===== src/rtl/calc_pkg.sv =====
// Shared calculator definitions: datapath width and divider state codes.
package calc_pkg;

  localparam int CALC_W = 4;

  typedef enum logic [2:0] {
    DIV_IDLE  = 3'd0,
    DIV_LOAD  = 3'd1,
    DIV_STEP  = 3'd2,
    DIV_DONE  = 3'd3,
    DIV_ERROR = 3'd4
  } div_state_e;

endpackage


===== src/rtl/div_step.sv =====
// One restoring-division bit: shift in the next dividend bit, trial-subtract the divisor.
module div_step
  import calc_pkg::*;
#(
  parameter int WIDTH = CALC_W
) (
  input  logic [WIDTH-1:0] rem,
  input  logic             dvd_msb,
  input  logic [WIDTH-1:0] dvs,
  output logic [WIDTH-1:0] rem_nx,
  output logic             q_bit
);

  logic [WIDTH:0] t;
  logic [WIDTH:0] diff;

  assign t    = {rem, dvd_msb};
  assign diff = t - {1'b0, dvs};

  // rem < dvs always holds, so t < 2*dvs and the top bit of diff is exactly the borrow.
  assign q_bit  = ~diff[WIDTH];
  assign rem_nx = q_bit ? diff[WIDTH-1:0] : t[WIDTH-1:0];

endmodule


===== src/rtl/div_unit.sv =====
// Iterative restoring unsigned divider: one quotient bit per cycle, MSB first,
// with one-cycle Done/Err strobes decoded from the FSM state.
module div_unit
  import calc_pkg::*;
#(
  parameter int WIDTH = CALC_W
) (
  input  logic             clk,
  input  logic             rst,
  input  logic             Go,
  input  logic [WIDTH-1:0] X,
  input  logic [WIDTH-1:0] Y,
  output logic [WIDTH-1:0] Q,
  output logic [WIDTH-1:0] R,
  output logic             Done,
  output logic             Err,
  output logic [2:0]       CS
);

  localparam int CNT_W = $clog2(WIDTH + 1);

  div_state_e       state_q, state_d;
  logic [WIDTH-1:0] dvd, dvs;
  // The partial remainder is always below the divisor, so WIDTH bits hold it.
  logic [WIDTH-1:0] rem;
  logic [CNT_W-1:0] cnt;

  logic [WIDTH-1:0] rem_nx;
  logic             q_bit;
  logic [WIDTH-1:0] dvd_nx;

  div_step #(.WIDTH(WIDTH)) u_step (
    .rem     (rem),
    .dvd_msb (dvd[WIDTH-1]),
    .dvs     (dvs),
    .rem_nx  (rem_nx),
    .q_bit   (q_bit)
  );

  assign dvd_nx = {dvd[WIDTH-2:0], q_bit};

  always_ff @(posedge clk) begin
    if (rst) state_q <= DIV_IDLE;
    else     state_q <= state_d;
  end

  always_comb begin
    state_d = DIV_IDLE;
    case (state_q)
      DIV_IDLE:  state_d = Go ? DIV_LOAD : DIV_IDLE;
      DIV_LOAD:  state_d = (dvs == '0) ? DIV_ERROR : DIV_STEP;
      DIV_STEP:  state_d = (cnt == CNT_W'(1)) ? DIV_DONE : DIV_STEP;
      DIV_DONE:  state_d = DIV_IDLE;
      DIV_ERROR: state_d = DIV_IDLE;
      default:   state_d = DIV_IDLE;
    endcase
  end

  // Q/R change only on entry to DONE or ERROR, so they are valid while the strobe is high.
  always_ff @(posedge clk) begin
    if (rst) begin
      dvd <= '0;
      dvs <= '0;
      rem <= '0;
      cnt <= '0;
      Q   <= '0;
      R   <= '0;
    end else begin
      case (state_q)
        DIV_IDLE: begin
          if (Go) begin
            dvd <= X;
            dvs <= Y;
            rem <= '0;
            cnt <= CNT_W'(WIDTH);
          end
        end
        DIV_LOAD: begin
          if (dvs == '0) begin
            Q <= '0;
            R <= '0;
          end
        end
        DIV_STEP: begin
          rem <= rem_nx;
          dvd <= dvd_nx;
          cnt <= cnt - CNT_W'(1);
          if (cnt == CNT_W'(1)) begin
            Q <= dvd_nx;
            R <= rem_nx;
          end
        end
        default: ;
      endcase
    end
  end

  assign Done = (state_q == DIV_DONE);
  assign Err  = (state_q == DIV_ERROR);
  assign CS   = state_q;

endmodule


===== config.mk =====
export PLATFORM = sky130hd
export DESIGN_NAME = div_unit
export DESIGN_NICKNAME = d
export VERILOG_FILES = /design/src/rtl/calc_pkg.sv /design/src/rtl/div_step.sv /design/src/rtl/div_unit.sv
export SDC_FILE = /design/constraint.sdc
export NUM_CORES = 1
export LEC_CHECK = 0
export ABC_AREA = 1
export BUFFER_PORTS_ARGS = -buffer_cell sky130_fd_sc_hd__buf_4
export CORE_ASPECT_RATIO = 0.75
export CORE_UTILIZATION = 52
export DETAILED_ROUTE_END_ITERATION = 8
export PLACE_DENSITY = 0.75
export SLEW_MARGIN = 30
export SYNTH_ARGS = -nofsm -noshare
export SYNTH_HDL_FRONTEND = slang
export SYNTH_SLANG_ARGS = --single-unit

===== constraint.sdc =====
create_clock -name clk -period 3.5 [get_ports clk]
set_input_delay 1.05 -clock clk [delete_from_list [all_inputs] [get_ports clk]]
set_output_delay 1.05 -clock clk [all_outputs]
set_load 0.05 [all_outputs]

---- After elaboration in Yosys (flattened, before gate mapping) ----
Cells that the tools add are included.
operators by class
  add/subtract/negate cells ............... 2
  $mul .................................... 0
  divide/modulo/power cells ............... 0
  order comparisons ....................... 0
  equal/unequal tests ..................... 8
  shifts and indexed selects .............. 0
  muxes and demuxes ....................... 16
  bitwise logic cells ..................... 1
  reduce and logical (&&, ||, !) cells .... 7
operators with widths
  kind                                               count
  case mux 4 bit (2 select lines)                    4
  two-way mux 4 bit                                  6
  case mux 3 bit (3 select lines)                    1
  == test 3 x 1 -> 1 bit (second input constant)     2
  == test 3 x 2 -> 1 bit (second input constant)     2
  two-way mux 3 bit                                  2
  != test 2 bit (second input constant)              3
  case mux 3 bit (2 select lines)                    1
  subtractor 5 x 4 -> 5 bit                          1
  zero test 4 bit                                    1
  AND reduction 2 bit                                2
  nonzero test 2 bit                                 2
  == test 3 bit (second input constant)              1
  zero test 3 bit                                    1
  AND reduction 3 bit                                1
  subtractor 3 x 1 -> 3 bit (second input constant)  1
  two-way mux 1 bit                                  2
  inverter 1 bit                                     1
storage, ports and cells
  flip-flop bits (word level) ............. 26
  bits in latches ......................... 0
  memory bits (writable) .................. 0
  memory bits (read-only) ................. 0
  input bits .............................. 11
  word-level logic and storage cells ...... 41
  memories ................................ 0

---- Logic depth before layout (Yosys ltp) ----
  depth after elaboration ................. 4
  mapped depth ............................ 11
  gate-level depth less buffers ........... 11

---- Hierarchy ----
Synthesis repeated with hierarchy kept, for this count alone.
unflattened totals
  cells, all modules ...................... 211
  area, all modules ....................... 1517.7 µm²
modules (own cells, without submodules)
  module    times used  cells each  area each (µm²)
  div_unit  1           162         1218.7
  div_step  1           49          299.0

---- Worst setup path before layout ----
OpenSTA, ideal clock, no wires.
  path type ............................... register to output
  start ................................... register state_q[2], in the netlist CS[2]
  end ..................................... output port Err
  arrival time ............................ 1911 ps
  path slack .............................. 539 ps
  cell stages (with the launch flop) ...... 3
  cell sequence ........................... dfxtp_1 inv_1 nor3_1
on the way
  cells in the longest elaborated chain, start to end .. 1
RTL lines
  what                      line            text
  start: declaration        div_unit.sv:22  div_state_e state_q, state_d;
  start signal: assignment  div_unit.sv:44  else state_q <= state_d;
  == test 3 bit             div_unit.sv:99  assign Err = (state_q == DIV_ERROR);
  end: declaration          div_unit.sv:16  output logic Err,
No other way between the ends.

---- Worst setup path in the final report ----
  start ................................... register state_q[1], in the netlist CS[1]
  end ..................................... output port Done
on the way
  cells in the longest elaborated chain, start to end .. 1
RTL lines
  what                    line            text
  == test 3 x 2 -> 1 bit  div_unit.sv:98  assign Done = (state_q == DIV_DONE);
  end: declaration        div_unit.sv:15  output logic Done,
No other way between the ends.

==> results.md <==
* Vias at 1224
* Critical Path RT at 2.45 ns
* Die width at 60.0 um
* CTS tree: built
* Post-synthesis cell area at 0.00131 mm2
* Tot Pwr at 718 uW
* Multi-input logic area at 651 um2
* Fin. max-slew vios at 0
* Slew @ Worst Pin at 0.370 ns
* Unrepaired setup endpoints after global routing: no
* Total gr overflow at 0
* Largest cells by area after synthesis: dfxtp_1, nand3_1, a21oi_1
* Synthesis-to-finish area growth at 17.5%
* Startpoint types: flop
* # fillers at 224
* CTS max path bufs at 2
* Final worst slack at 1.19 ns
* Leak at 0.000680 uW
* Die footprint at 0.00273 mm2
* Pwr per Cell Area at 465 mW/mm2
* CTS Hold Bufs at 0
* Nets@finish at 220
* I/O pin count at 24
* VDD IR max at 0.298 mV
* Average instance area after synthesis at 7.38 um2
* I/O Buffers at 23
* Post-Route WL at 2780 um
* Clk Latency, worst-skew pair at 0.32 ns
* Post-place setup slack at 1.54 ns
* Syn Nets at 196
* Die Y at 45.5 um
* First-pass GRT wire length at 4550 um
* Final worst clock skew at 0.00764 ns
* Most frequent cells in the layout: inv_1, dfxtp_1, nand2_1, nand3_1, buf_4
* DRC viols at 0
* Gate Count Post-Synth at 178
* Via density at 5.21
* Fmax at 432 MHz
* CTS clk-pin slew, worst paths at 0.14 ns
* Initial antenna violation count at 0
* Dominant cell type by area after synthesis: dfxtp_1
* Share of layout cells above drive strength 1 at 0.189
* Most common cell after layout, fill and taps aside: inv_1
* Setup TNS at 0 ns
* CP max FO at 5
* Core area at 0.00235 mm2
* Number of global-route vias before repair at 1093
* Antenna fix cells at 0
* Detailed placer's ending HPWL at 2130 um
* Maxcap violations at 0
* Final Hold Fails at 0
* WL per Instance at 11.8 um
* Final Critical Period at 2.31 ns
* Synth Flop Type: dfxtp_1
* Count of different cell masters after synthesis at 26
* Total global-route track usage at 0.228
* Largest net degree at the start of global routing at 20
* Post-CTS setup buffer count at 0
* Storage cell area at 520 um2
* R2R setup slack at 1.65 ns
* CTS Buf Count at 3
* Asr flop ratio synth at 0
* EDFF count, synth at 0
* Antenna viol nets, final at 0
* Min-Delay Path Class: reg2reg
* Row count at 15
* Arrival @ worst endpoint at 1.26 ns
* Setup crit end kind: output pin
* Sequential-to-total area share from yosys stat at 0.396
* Crit Path Class: reg2out
* Clk root buf: clkbuf_4
* Yosys top cell area share at 0.396
* Placer Congestion at 0.835
* Core Util, Final at 0.658
* Rel. slew slack at 0.753
* Run status: finished clean
* Number of H-tree levels at 1
* DR iter-0 viols at 86
* PostCTS Resize Cnt at 0
* Clock sinks at 26
* Final setup viols at 0
* Initial Util at 0.560
* First drt pass iteration count at 4
* Synthesis Warnings at 0
* Crit share post-route at 0.661
* #FFs+latches synth at 26
[cell type report]
cell class	instances	area share
repair buffers	23	0.112
clock buffers	4	0.0235
flip-flops and latches	26	0.337
well taps	34	0.0276
multi-input cells	117	0.421
inverters	31	0.0786
[cells by family (layout without fill, tap and decap cells)]
group                      after synthesis  in the layout  synth area share
adders and majority gates                7              7            0.0724
and+or+nand+nor                         73             73             0.269
buffers and inverters                   35             58             0.109
AOI/OAI and AO/OA                       36             36             0.148
DFF                                     26             26             0.396
xor gates and xnor gates                 1              1           0.00667
[stage by stage]
stage                     hold WS (ns)  std cells  area, um2
after floorplan                  0.447        178       1310
after global placement           0.460        231       1510
after detailed placement         0.469        231       1510
after CTS                        0.492        235       1540
after global routing             0.515        235       1540
final                            0.498        235       1540
[final timing paths]
path / startpoint / to / cells after the start
setup / recovery: CS[1] / Done / 3
hold / removal: dvd[1] / dvd[1] / 2
setup reg to reg: dvd[3] / rem[1] / 10
hold reg to reg: dvd[1] / dvd[1] / 2
[state kept, by name, indices dropped and copies added, names as in the netlist]
name / count
dvs: 4
rem: 4
R: 4
Q: 4
cnt: 3
dvd: 4
CS: 3
[report_power, final]
group          internal, uW  total (uW)  leakage (uW)  switching, uW
clock network          63.7         151     0.0000210           87.0
logic                  77.3         229      0.000447            152
registers               322         338      0.000213           15.9
[cells in the mapped netlist (2+ instances only)]
library cell / count
nand3_1: 26
buf_2: 2
nor2_1: 11
dfxtp_1: 26
a21oi_1: 21
nand2_1: 26
inv_1: 27
nand3_2: 2
o21ai_0: 8
ha_1: 6
inv_2: 3
a31oi_1: 4
nor3_1: 3
[critical path: stages, from the launching register on]
cell     delay [ns]
dfxtp_1        0.49
inv_1          0.06
nor3_1         0.16
buf_4          0.22
[layer usage]
metal	vias up	wire [um]	track usage
met5	-	0	0
met4	0	21	0.0419
met3	4	143	0.0511
met2	36	1330	0.413
met1	549	1280	0.281
li1	635	-	-
(Power assumes the default switching activity.)
